`src/rtl/subleq_sequencer.sv`:
```
// rtl/subleq_sequencer.sv - SUBLEQ core: fetch, operand read, write-back of mem[B]-mem[A], branch
module subleq_sequencer #(
   parameter int WORD_SIZE = 64,
   parameter int ADDR_W    = 16,
   parameter int START_PC  = 10
) (
   input  logic                 clk,
   input  logic                 rst_n,
   input  logic                 start,
   output logic                 busy,
   output logic                 halted,
   output logic [ADDR_W-1:0]    pc,
   output logic [31:0]          instr_count,
   output logic [WORD_SIZE-1:0] add1,
   output logic [WORD_SIZE-1:0] dataIn1,
   output logic                 write1,
   input  logic [WORD_SIZE-1:0] dataOut1,
   output logic [WORD_SIZE-1:0] add2,
   output logic [WORD_SIZE-1:0] dataIn2,
   output logic                 write2,
   input  logic [WORD_SIZE-1:0] dataOut2
);

   typedef enum logic [2:0] {
      S_IDLE, S_FETCH, S_LATCH, S_READ, S_EXEC, S_HALT
   } state_t;

   state_t                state_q, state_d;
   logic [ADDR_W-1:0]     pc_q, pc_d;
   logic [3*ADDR_W-1:0]   ir_q, ir_d;
   logic [31:0]           instr_count_q, instr_count_d;

   logic [ADDR_W-1:0]     fld_a, fld_b, fld_c, npc;
   logic [WORD_SIZE-1:0]  diff;
   logic                  leq;

   // Only the three address fields are kept; bits above 3*ADDR_W carry no meaning.
   assign fld_a = ir_q[3*ADDR_W-1:2*ADDR_W];
   assign fld_b = ir_q[2*ADDR_W-1:ADDR_W];
   assign fld_c = ir_q[ADDR_W-1:0];

   assign diff = dataOut2 - dataOut1;
   assign leq  = diff[WORD_SIZE-1] | (diff == '0);
   assign npc  = leq ? fld_c : pc_q + ADDR_W'(1);

   always_ff @(posedge clk or negedge rst_n) begin
      if (!rst_n) begin
         state_q       <= S_IDLE;
         pc_q          <= '0;
         ir_q          <= '0;
         instr_count_q <= '0;
      end else begin
         state_q       <= state_d;
         pc_q          <= pc_d;
         ir_q          <= ir_d;
         instr_count_q <= instr_count_d;
      end
   end

   always_comb begin
      state_d       = state_q;
      pc_d          = pc_q;
      ir_d          = ir_q;
      instr_count_d = instr_count_q;
      add1          = '0;
      add2          = '0;
      dataIn2       = '0;
      write2        = 1'b0;
      case (state_q)
         S_IDLE, S_HALT: begin
            if (start) begin
               pc_d          = ADDR_W'(START_PC);
               instr_count_d = '0;
               state_d       = S_FETCH;
            end
         end
         S_FETCH: begin
            add1    = WORD_SIZE'(pc_q);
            state_d = S_LATCH;
         end
         S_LATCH: begin
            ir_d    = dataOut1[3*ADDR_W-1:0];
            state_d = S_READ;
         end
         S_READ: begin
            add1    = WORD_SIZE'(fld_a);
            add2    = WORD_SIZE'(fld_b);
            state_d = S_EXEC;
         end
         S_EXEC: begin
            add2          = WORD_SIZE'(fld_b);
            dataIn2       = diff;
            write2        = 1'b1;
            instr_count_d = instr_count_q + 32'd1;
            pc_d          = npc;
            // A taken branch onto itself can never make progress, so stop there.
            state_d       = (leq && (fld_c == pc_q)) ? S_HALT : S_FETCH;
         end
         default: state_d = S_IDLE;
      endcase
   end

   assign busy        = (state_q == S_FETCH) || (state_q == S_LATCH) ||
                        (state_q == S_READ)  || (state_q == S_EXEC);
   assign halted      = (state_q == S_HALT);
   assign pc          = pc_q;
   assign instr_count = instr_count_q;
   assign dataIn1     = '0;
   assign write1      = 1'b0;

endmodule

```
`config.mk`:
```
export PLATFORM = sky130hd
export DESIGN_NAME = subleq_sequencer
export DESIGN_NICKNAME = d
export VERILOG_FILES = /design/src/rtl/subleq_sequencer.sv
export SDC_FILE = /design/constraint.sdc
export NUM_CORES = 1
export LEC_CHECK = 0
export BUFFER_PORTS_ARGS = -buffer_cell sky130_fd_sc_hd__buf_2
export CAP_MARGIN = 25
export CELL_PAD_IN_SITES_DETAIL_PLACEMENT = 0
export CELL_PAD_IN_SITES_GLOBAL_PLACEMENT = 2
export CORE_UTILIZATION = 29
export DETAILED_ROUTE_END_ITERATION = 10
export HOLD_SLACK_MARGIN = 0.08
export PLACE_DENSITY_LB_ADDON = 0.2
export SYNTH_ARGS = -nofsm -noshare
export SYNTH_HDL_FRONTEND = slang
export SYNTH_SLANG_ARGS = --single-unit
```
`constraint.sdc`:
```
create_clock -name clk -period 15.5 [get_ports clk]
set_input_delay 3.875 -clock clk [delete_from_list [all_inputs] [get_ports clk]]
set_output_delay 3.875 -clock clk [all_outputs]
set_load 0.01 [all_outputs]
```
* Yosys cells after proc, flatten, opt, wreduce, memory -nomap -nowiden *
Cells that the tools add are included.

storage, ports and cells
  input bits = 131
  register bits = 99

cells by class
  equality and inequality tests = 7
  add/sub/neg operators = 3
  reduce and logical (&&, ||, !) cells = 10
  bitwise operators = 1
  muxes and demuxes = 12

operator list
  kind                     number
  $logic_not A64 Y1        1
  $mux W64                 1
  $pmux W16 S2             2
  $pmux W32 S2             1
  $sub A64 B64 Y64         1
  $mux W16                 3
  $add A32 B1 Y32 const B  1
  $mux W32                 1
  $add A16 B1 Y16 const B  1
  $eq A16 B16 Y1           1
  $pmux W3 S5              1
  $eq A3 B2 Y1 const B     2
  $eq A3 B3 Y1 const B     2
  $mux W3                  2
  $reduce_or A2 Y1         2
  $eq A3 B1 Y1 const B     1
  $logic_not A3 Y1         1
  $logic_or A1 B1 Y1       3
  $ne A2 B2 Y1 const B     1
  $reduce_and A2 Y1        1
  $reduce_bool A2 Y1       1
  $logic_and A1 B1 Y1      1
  $mux W1                  1
  $or A1 B1 Y1             1

* Longest topological paths before layout *
  depth in word-level cells = 6
  gate-level depth with buffers = 17
  mapped depth without buffers = 16

* Worst setup path before layout *
Ideal clock, no wire load.

  kind = input port to output port
  start point = input dataOut2[0]
  end point = output dataIn2[60]
  buffers on the path = 0
  setup slack = 4.856 ns
  required time = 11.625 ns
  data arrival time = 6.769 ns
  cell stages on the path = 14
  cells stage by stage = inv_1 -> ha_1 -> fa_1 -> nand2b_1 -> a211oi_2 -> o211ai_1 -> a31oi_4 -> a31oi_1 -> o31ai_2 -> a221o_1 -> nand4_1 -> o41a_1 -> xor2_1 -> nor2_1

on the way
  longest elaborated chain between the ends = 2

ends and longest elaborated chain
  what              line  RTL
  from (decl)       21    input logic [WORD_SIZE-1:0] dataOut2
  $sub A64 B64 Y64  42    assign diff = dataOut2 - dataOut1;
  $mux W64          69    case (state_q)
  to (decl)         19    output logic [WORD_SIZE-1:0] dataIn2,

Every way passes these cells.

* Worst setup path in the final report *
  start point = input dataOut1[0]
  end point = output dataIn2[60]

on the way
  longest elaborated chain between the ends = 2

ends and longest elaborated chain
  what              line  RTL
  from (decl)       17    input logic [WORD_SIZE-1:0] dataOut1,
  $sub A64 B64 Y64  42
  $mux W64          69

Every way passes these cells.

==> results.py <==
metrics = {
    "worst_setup_path": {
        "crit_family": "compound AO/OA/AOI/OAI gates",
        "worst-setup-path-type": "input pin to output pin",
        "cp_max_fo": 5,
        "crit_path_cell_trace": "buf_2 -> ha_1 -> fa_1 -> nand2b_1 -> a211oi_2 -> o211ai_1 -> a31oi_4 -> a31oi_1 -> o31ai_2 -> a221o_1 -> nand4_1 -> o41a_1 -> xor2_1 -> nor2_1 -> buf_2",
        "endpoint_kind": "output pin",
        "cp_num_buf_inv": 2,
        "reg2reg_slack_ns": 12.04,
        "reg2reg_depth": 12,
        "critical_path_arrival_ns": 7.66,
        "crit_slowest_cell": "fa_1",
        "slowest_delay_ns": 0.43,
        "crit_path_frequent_cell": "buf_2",
        "r2r_start": "state_q[2]",
        "r2r_end": "instr_count[31]",
        "worst_ep_required_time_ns": 11.62,
        "critPathLaunchType": "input pin",
    },
    "clocking": {
        "numCtsBuffers": 9,
        "cts_hold_buffers": 0,
        "clkSlewWorstSetupHoldPaths_ns": 0.08,
        "cts_setup_buffers": 0,
        "post_cts_resize_count": 0,
        "cts_tree": "yes",
        "worstSkewPairLatency_ns": 0.38,
        "clkSinkCount": 99,
        "htree_levels": 3,
        "ctsLongestPathBuffers": 2,
        "cts_root_buffer": "clkbuf_16",
    },
    "timing": {
        "tightest_slew_ns": 0.917,
        "fmax_ghz": 0.0867,
        "hold_viol_final": 0,
        "rsz0062_at_grt": "no",
        "holdWs_ns": 0.488,
        "tns_ns": 0,
        "maxSlewHeadroom_pct": 38.8,
        "period_needed_ns": 11.53,
        "final-setup-viol-count": 0,
        "finalCritPeriodShare_pct": 74.4,
        "skew_ns": 0.0169,
        "report.final.slew_viol_count": 0,
    },
    "yosys": {
        "ys_warn_count": 0,
        "ys_seq_area_share_pct": 22.2,
        "syn_avg_cell_area_um2": 7.69,
        "synth_area_um2": 11200,
        "synth.area.top_cells": "dfrtp_1 (22%), buf_4 (11%), ha_1 (7.4%)",
        "postSynth.asyncResetShare_pct": 100,
        "synth_top_area_share_pct": 22.2,
        "synth_cell_type_count": 85,
        "ys_ff_latch": 99,
        "synth_flop_cell": "dfrtp_1",
        "synth_area_leader_cell": "dfrtp_1",
        "syn_inst": 1454,
        "synth_edf_count": 0,
    },
    "min_path": {
        "hold_depth": 1,
        "hold_path.class": "flop to flop",
        "hp-start": "instr_count[31]",
        "whs_endpoint": "instr_count[31]",
    },
    "pwr": {
        "p_leak_nw": 6.30,
        "power.density_nw_per_um2": 118,
        "finalPower_w": 0.00150,
        "ir_worst_vdd_v": 0.0000623,
    },
    "placed_design": {
        "hpwlAfterDp_um": 37000,
        "gp_congestion": 0.932,
        "placed_cells": 2197,
        "io_buffers": 277,
    },
    "detailed_routing": {
        "routed_wl_um": 44400,
        "drt_iter0_drc": 588,
        "drc": 0,
        "wire_per_inst_um": 20.0,
        "antenna_left": 0,
        "vias": 10944,
        "drt-vias-per-instance": 4.93,
        "drtPass1Iterations": 5,
    },
    "floorplanning": {
        "initial_utilization_pct": 29.5,
        "coreArea_um2": 37800,
        "ioPinCount": 439,
        "fp.dieW_um": 198,
        "die_area_um2": 39300,
        "dieHeight_um": 198,
        "num_rows": 71,
    },
    "global_route": {
        "grt_overflow": 0,
        "track_usage_pct": 22.2,
        "grt_pass1_wl_um": 64900,
        "antenna_found_initial": 3,
        "grt_max_degree": 79,
        "grt_pass1_vias": 10338,
    },
    "cells_and_area": {
        "drive_above_1_share_pct": 23.0,
        "num-nets-final": 1895,
        "area_growth_pct": 14.0,
        "layout_common_cells": "buf_2 (277), conb_1 (161), nor2_1 (139)",
        "layout.cells.non_filler": 2218,
        "layout_commonest_cell": "buf_2",
        "fin_util_pct": 33.7,
    },
    "job": {
        "drv_cap": 0,
    },
    "run_status": {
        "status": "finished, final reports clean",
    },
}
-- state kept, by name (all words and copies together) (netlist names) --
register / count
ir_q: 48
instr_count: 32
pc: 16
state_q: 3
-- metrics by stage --
step,cell area (um2),setup WS (ns)
5_1_grt,12700,3.71
3_3_place_gp,12400,4.06
3_5_place_dp,12400,3.96
6_report,12700,3.97
4_1_cts,12700,3.96
2_1_floorplan,11800,4.86
-- cell type report --
class | instances | area (um2)
antenna | 5 | 12.5
fill | 4288 | 25100
clock inverter | 7 | 58.8
tap | 511 | 639
timing repair buffer | 287 | 1460
multi-input combinational | 1193 | 7470
inverter | 107 | 402
sequential | 99 | 2480
clock buffer | 9 | 225
-- kinds of logic after synthesis --
logic type / Yosys count / share of synthesized area, %
and+or+nand+nor: 463 / 20.3
xor gates and xnor gates: 72 / 5.64
other: 1 / 0.0335
muxes: 72 / 6.99
DFF: 99 / 22.2
adders and majority gates: 67 / 7.56
AOI/OAI and AO/OA: 358 / 20.8
buffers and inverters: 322 / 16.5
-- how the worst max path moves through the flow --
stage | to | slack, ns | startpoint | depth (start not counted)
5_1_grt | dataIn2[60] | 3.71 | dataOut1[0] | 15
6_report | dataIn2[60] | 3.97 | dataOut1[0] | 15
2_1_floorplan | dataIn2[60] | 4.86 | dataOut2[0] | 14
3_5_place_dp | dataIn2[60] | 3.96 | dataOut1[0] | 15
4_1_cts | dataIn2[60] | 3.96 | dataOut1[0] | 15
3_3_place_gp | dataIn2[60] | 4.06 | dataOut1[0] | 15
-- worst reg2reg max path, cell delays in order, from the launching register on --
cell     delay (ns)
dfrtp_1        0.49
or3b_4         0.52
inv_1          0.22
buf_4          0.37
nand2_1        0.12
nor2_1         0.22
nand3_1        0.33
nor2_1         0.26
nand3_1        0.21
nor2_1         0.31
nand3_1        0.13
nand3_1        0.09
o21ai_0        0.08
-- synthesized netlist by cell type, types with 15 or more instances --
cell	n
nand3_1	43
a21oi_1	105
and2_1	24
nor2_1	139
buf_2	15
ha_1	66
a22o_1	16
clkbuf_1	32
nand2_1	112
mux2_2	49
nor3_1	27
o211ai_1	18
mux2i_1	23
o21ai_0	74
nand4_1	40
xor2_1	38
buf_4	161
dfrtp_1	99
inv_1	105
o21ai_1	16
a31oi_1	20
xnor2_1	34
-- power by group --
| part | total (W) | switching (W) | leakage, nW | internal (W) |
|---|---|---|---|---|
| logic | 0.000814 | 0.000482 | 4.90 | 0.000332 |
| registers | 0.000455 | 0.000105 | 1.26 | 0.000350 |
| clock network | 0.000235 | 0.000123 | 0.138 | 0.000112 |
| total | 0.00150 | 0.000709 | 6.30 | 0.000794 |
-- metal layers --
| layer | track usage, % | part of all wire (%) |
|---|---|---|
| met5 | 0 | 0 |
| met1 | 31.2 | 47 |
| met2 | 35.4 | 46 |
| met4 | 5.77 | 1.9 |
| met3 | 3.10 | 5.0 |
Power figures use the tool's default switching activity.
